## src/rtl/pll_reset_sequencer.sv

```systemverilog
// rtl/pll_reset_sequencer.sv - ECP5 PLL reset/lock supervisor with stable-lock gated downstream reset
//
// Runs only on the free-running board oscillator, so it keeps sequencing while the PLL is unlocked.
// Ports:
//   clkin_25MHz     in   board oscillator, the only clock
//   reset           in   asynchronous active-high reset
//   locked          in   PLL LOCK, asynchronous (synchronized internally)
//   restart         in   single-cycle request to re-run the whole sequence
//   pll_rst         out  PLL RST drive, active-high
//   periph_rst      out  downstream reset, active-high (consumers synchronize release locally)
//   ready           out  high only in RUN
//   state           out  0 RESET_PLL, 1 WAIT_LOCK, 2 STABLE, 3 RUN
//   retry_count     out  lock-timeout retries, saturating at 255
//   lock_loss_count out  lock drops seen in RUN, saturating at 255
module pll_reset_sequencer #(
  parameter int RST_PULSE_CYCLES    = 16,
  parameter int LOCK_TIMEOUT_CYCLES = 250000,
  parameter int STABLE_CYCLES       = 1024,
  parameter int CNT_W               = 18
) (
  input  logic       clkin_25MHz,
  input  logic       reset,
  input  logic       locked,
  input  logic       restart,
  output logic       pll_rst,
  output logic       periph_rst,
  output logic       ready,
  output logic [1:0] state,
  output logic [7:0] retry_count,
  output logic [7:0] lock_loss_count
);

  localparam logic [1:0] S_RESET_PLL = 2'd0;
  localparam logic [1:0] S_WAIT_LOCK = 2'd1;
  localparam logic [1:0] S_STABLE    = 2'd2;
  localparam logic [1:0] S_RUN       = 2'd3;

  localparam logic [CNT_W-1:0] RST_LAST     = CNT_W'(RST_PULSE_CYCLES - 1);
  localparam logic [CNT_W-1:0] TIMEOUT_LAST = CNT_W'(LOCK_TIMEOUT_CYCLES - 1);
  localparam logic [CNT_W-1:0] STABLE_LAST  = CNT_W'(STABLE_CYCLES - 1);
  localparam logic [CNT_W-1:0] CNT_ONE      = CNT_W'(1);

  logic             r_sync1;
  logic             r_sync2;
  logic [1:0]       r_state;
  logic [CNT_W-1:0] r_cnt;
  logic             r_pll_rst;
  logic             r_periph_rst;
  logic             r_ready;
  logic [7:0]       r_retry_count;
  logic [7:0]       r_lock_loss_count;

  logic [1:0]       w_next_state;
  logic             w_enter;
  logic             w_retry_inc;
  logic             w_loss_inc;

  // restart overrides every other transition and suppresses both event counters.
  always_comb begin
    w_next_state = r_state;
    w_retry_inc  = 1'b0;
    w_loss_inc   = 1'b0;
    if (restart) begin
      w_next_state = S_RESET_PLL;
    end else begin
      case (r_state)
        S_RESET_PLL: begin
          if (r_cnt == RST_LAST) w_next_state = S_WAIT_LOCK;
        end
        S_WAIT_LOCK: begin
          if (r_sync2) begin
            w_next_state = S_STABLE;
          end else if (r_cnt == TIMEOUT_LAST) begin
            w_next_state = S_RESET_PLL;
            w_retry_inc  = 1'b1;
          end
        end
        S_STABLE: begin
          // A lock glitch only restarts the stability window; the PLL is not reset.
          if (!r_sync2) begin
            w_next_state = S_WAIT_LOCK;
          end else if (r_cnt == STABLE_LAST) begin
            w_next_state = S_RUN;
          end
        end
        S_RUN: begin
          if (!r_sync2) begin
            w_next_state = S_RESET_PLL;
            w_loss_inc   = 1'b1;
          end
        end
        default: w_next_state = S_RESET_PLL;
      endcase
    end
  end

  // restart re-enters RESET_PLL even from RESET_PLL, so it must also clear the counter.
  assign w_enter = restart || (w_next_state != r_state);

  always_ff @(posedge clkin_25MHz or posedge reset) begin
    if (reset) begin
      r_sync1           <= 1'b0;
      r_sync2           <= 1'b0;
      r_state           <= S_RESET_PLL;
      r_cnt             <= '0;
      r_pll_rst         <= 1'b1;
      r_periph_rst      <= 1'b1;
      r_ready           <= 1'b0;
      r_retry_count     <= 8'd0;
      r_lock_loss_count <= 8'd0;
    end else begin
      r_sync1 <= locked;
      r_sync2 <= r_sync1;
      r_state <= w_next_state;

      // The counter is idle in RUN so it never wraps while the system runs.
      if (w_enter) begin
        r_cnt <= '0;
      end else if (r_state != S_RUN) begin
        r_cnt <= r_cnt + CNT_ONE;
      end

      // Outputs decode the next state so they move on the same edge as state.
      r_pll_rst    <= (w_next_state == S_RESET_PLL);
      r_periph_rst <= (w_next_state != S_RUN);
      r_ready      <= (w_next_state == S_RUN);

      if (w_retry_inc && (r_retry_count != 8'hFF)) begin
        r_retry_count <= r_retry_count + 8'd1;
      end
      if (w_loss_inc && (r_lock_loss_count != 8'hFF)) begin
        r_lock_loss_count <= r_lock_loss_count + 8'd1;
      end
    end
  end

  assign pll_rst         = r_pll_rst;
  assign periph_rst      = r_periph_rst;
  assign ready           = r_ready;
  assign state           = r_state;
  assign retry_count     = r_retry_count;
  assign lock_loss_count = r_lock_loss_count;

endmodule
```

## config.mk

```make
export PLATFORM = sky130hd
export DESIGN_NAME = pll_reset_sequencer
export DESIGN_NICKNAME = d
export VERILOG_FILES = /design/src/rtl/pll_reset_sequencer.sv
export SDC_FILE = /design/constraint.sdc
export NUM_CORES = 1
export LEC_CHECK = 0
export CAP_MARGIN = 20
export CELL_PAD_IN_SITES_DETAIL_PLACEMENT = 2
export CELL_PAD_IN_SITES_GLOBAL_PLACEMENT = 2
export CORE_MARGIN = 2
export CORE_UTILIZATION = 39
export CTS_CLUSTER_DIAMETER = 200
export DETAILED_ROUTE_END_ITERATION = 8
export PLACE_DENSITY = 0.89
export REMOVE_ABC_BUFFERS = 1
export SYNTH_ARGS = -nofsm -noshare
export SYNTH_HDL_FRONTEND = slang
export SYNTH_SLANG_ARGS = --single-unit
```

## constraint.sdc

```tcl
create_clock -name clkin_25MHz -period 3.7 [get_ports clkin_25MHz]
set_input_delay 0.74 -clock clkin_25MHz [delete_from_list [all_inputs] [get_ports clkin_25MHz]]
set_output_delay 0.74 -clock clkin_25MHz [all_outputs]
set_load 0.02 [all_outputs]
```

==> metrics.md <==
| Metric | Value |
|---|---|
| Fin. Hold Viols | `0` |
| Worst r2r dst | `r_cnt[8]` |
| Setup violations, final | `0` |
| Hold Crit Start | `r_sync1` |
| Slew @ Worst Pin | `~760 ps` |
| Sequential cell area fraction in the yosys report | `0.447` |
| Synth Warn # | `0` |
| CP Capture Point | `r_cnt[8]` |
| Global route overflow | `0` |
| Layout cells sized above 1 | `0.107` |
| Share of flip-flops with an asynchronous set or reset | `1.00` |
| Starting Density | `0.411` |
| Critical path startpoint | `r_cnt[0]` |
| IO Pins | `25` |
| CTS Hold Bufs | `0` |
| FF+latch count, synth | `41` |
| Initial drt markers | `147` |
| Vias per cell | `around 5.7` |
| Final net count | `260` |
| Die area | `0.00653 mm²` |
| DRC | `0` |
| Mapped Cells | `229` |
| First-pass iteration count of the detailed router | `5` |
| Worst-path clk slew | `80 ps` |
| CTS Sinks | `41` |
| Number of synthesized flops with an enable pin | `0` |
| Crit start category | `register` |
| Post-cts resize count | `0` |
| Post-layout util | `0.484` |
| Top FF cell, synth | `dfrtp_1` |
| First-pass GRT wire length | `11.0 mm` |
| Crit. End Element | `register` |
| Port Buffers | `24` |
| Die Span Y | `80.8 µm` |
| Worst Path Required | `3900 ps` |
| Row cnt | `27` |
| CTS tree | `done` |
| Root Driver | `clkbuf_8` |
| Final non-filler cell total | `325` |
| Area grow syn2layout | `17.9%` |
| Core footprint | `~0.0056 mm²` |
| Final worst-path cycle share | `0.864` |
| Max cap viols | `0` |
| Crit path DAT | `about 3400 ps` |
| Via count | `1,862` |
| Peak VDD IR | `0.000184 V` |
| Final Skew | `around 8.2 ps` |
| Distinct cells, synth | `54` |
| Slew Limit Fails | `0` |
| Antenna diodes | `0` |
| Initial antenna violation count | `0` |
| Pleak | `0.00112 µW` |
| Syn Area/Cell | `10.1 µm²` |
| Crit-path max FO | `16` |
| Post-DRT Antenna Nets | `0` |
| Status | `completed` |
| Worst r2r src | `r_cnt[0]` |
| FF-to-FF path depth | `8` |
| Total routed wirelength | `about 6.2 mm` |
| Critical path class | `register to register` |
| Clk Latency, worst-skew pair | `roughly 300 ps` |
| RSZ-0062 raised after global routing | `no` |
| Die W | `about 80 µm` |
| Total CTS buffers | `5` |
| Final TNS setup | `0 ps` |
| Largest net degree at the start of global routing | `42` |
| GRT Resource Usage Total | `0.220` |
| Pwr dens | `311 mW/mm²` |
| RD Place Congestion | `between 0.7 and 0.8` |
| Cells after DPL | `between 300 and 400` |
| H-tree levels | `2` |
| Post CTS Setup Buffer Count | `0` |
| Avg WL per Cell | `19.1 µm` |
| CTS Buffer Depth | `2` |
| Tmin final | `3200 ps` |
| Reg-to-reg slack, setup | `500 ps` |
| Min-Delay Path Class | `register to register` |
| Post-Synthesis Cell Area | `roughly 0.0023 mm²` |
| Max_slew headroom | `0.489` |
| Achievable Freq | `313 MHz` |
| DP HPWL | `4.34 mm` |
| Vias in the first global route | `2,102` |
==> critical path, stage by stage (launching register included) <==
cell      delay, ps
dfrtp_1         460
ha_1            280
nand3_2         210
nor3_1          470
a31oi_1         200
a211oi_4        520
buf_4           310
mux2_2          380
o32ai_1         270
==> how the worst min path moves through the flow <==
| stage | endpoint | slack, ps | cells past startpoint |
|---|---|---|---|
| after floorplan | r_sync2 | 330 | 0 |
| after detailed placement | r_sync2 | 340 | 0 |
| after global placement | r_sync2 | 340 | 0 |
| final | r_sync2 | 360 | 0 |
| after global routing | r_sync2 | 390 | 0 |
| after CTS | r_sync2 | 370 | 0 |
==> metal layers <==
metal,share of wire,global-route usage,wire (µm),vias to the layer above
met3,0.028,0.0400,172,6
li1,-,-,-,881
met4,0.0092,0.0525,57,0
met1,0.45,0.282,2790,941
met2,0.51,0.383,3190,34
met5,0,0,0,-
==> cell usage after synthesis (2+ instances only) <==
master     instances  area [µm²]
nor4_1             2        12.5
or4b_1             3        30.0
nor2_1            15        56.3
o211ai_1           2        15.0
a41oi_1            2        17.5
ha_1               3        37.5
or4_1              2        15.0
or2_2              2        12.5
nand2b_1           2        12.5
o311ai_0           2        17.5
o21a_1             2        15.0
dfrtp_1           39         976
nor3_1            14        70.1
a31oi_1            2        12.5
o2111ai_1          2        17.5
o22ai_1            2        12.5
mux2_2             6        67.6
dfstp_2            2        52.6
clkbuf_1           6        22.5
or4bb_1            2        22.5
or3_1              4        25.0
buf_4              2        15.0
buf_2              3        15.0
nand2_1           25        93.8
a21oi_1            4        20.0
inv_1              6        22.5
o311a_1            2        20.0
and3b_1            2        17.5
xnor2_1           14         123
mux2i_1            2        20.0
nand4_1            7        43.8
nand3_1            9        45.0
xor2_1            11        96.3
and3_1             6        37.5
==> layout by cell type, fill, tap and decap left out, drive strengths merged, types with 2 or more instances in the layout <==
cell	n
dfrtp	39
nand2	25
clkdlybuf4s50	24
nor2	15
nor3	14
xnor2	14
xor2	11
nand3	10
nand4	8
inv	6
and3	6
mux2	6
clkbuf	5
or3	4
a21oi	4
buf	4
or4b	4
ha	3
o21a	2
nor4	2
nand2b	2
a31oi	2
o2111ai	2
or4bb	2
or2	2
a41oi	2
and3b	2
o211ai	2
o311ai	2
o311a	2
mux2i	2
o22ai	2
or4	2
dfstp	2
==> cells by family after synthesis <==
logic type,share of synthesized area
compound gates,0.104
fa+ha+maj,0.0163
simple gates,0.267
mux,0.0380
xor+xnor,0.0951
buf+inv,0.0326
flops,0.447
==> registers in the layout, indices dropped and copies added (netlist names) <==
name	cells
r_cnt	18
periph_rst	1
r_sync1	1
pll_rst	1
r_sync2	1
state	2
retry_count	8
ready	1
lock_loss_count	8
==> power by group <==
group          total, µW  switching (µW)  internal [µW]
Combinational       34.3            22.0           12.3
Sequential           457            5.61            451
Clock                352             156            196
Total                844             184            660
==> final cells by class <==
class / instances / area, µm²
clock buffer: 5 / 68.8
clock inverter: 2 / 35.0
fill: 610 / 2890
inverter: 6 / 22.5
multi-input combinational: 171 / 1200
sequential: 41 / 1030
tap: 72 / 90.1
timing repair buffer: 28 / 270
==> through the flow <==
step | worst slack, ps | cell area (µm²) | hold WS, ps | power (µW)
2_1_floorplan | 977 | 2250 | 331 | 485
3_3_place_gp | 818 | 2610 | 338 | 499
3_5_place_dp | 546 | 2610 | 340 | 501
4_1_cts | 507 | 2710 | 367 | 858
5_1_grt | 233 | 2710 | 387 | 888
6_report | 503 | 2710 | 359 | 844
Power figures use the tool's default switching activity.
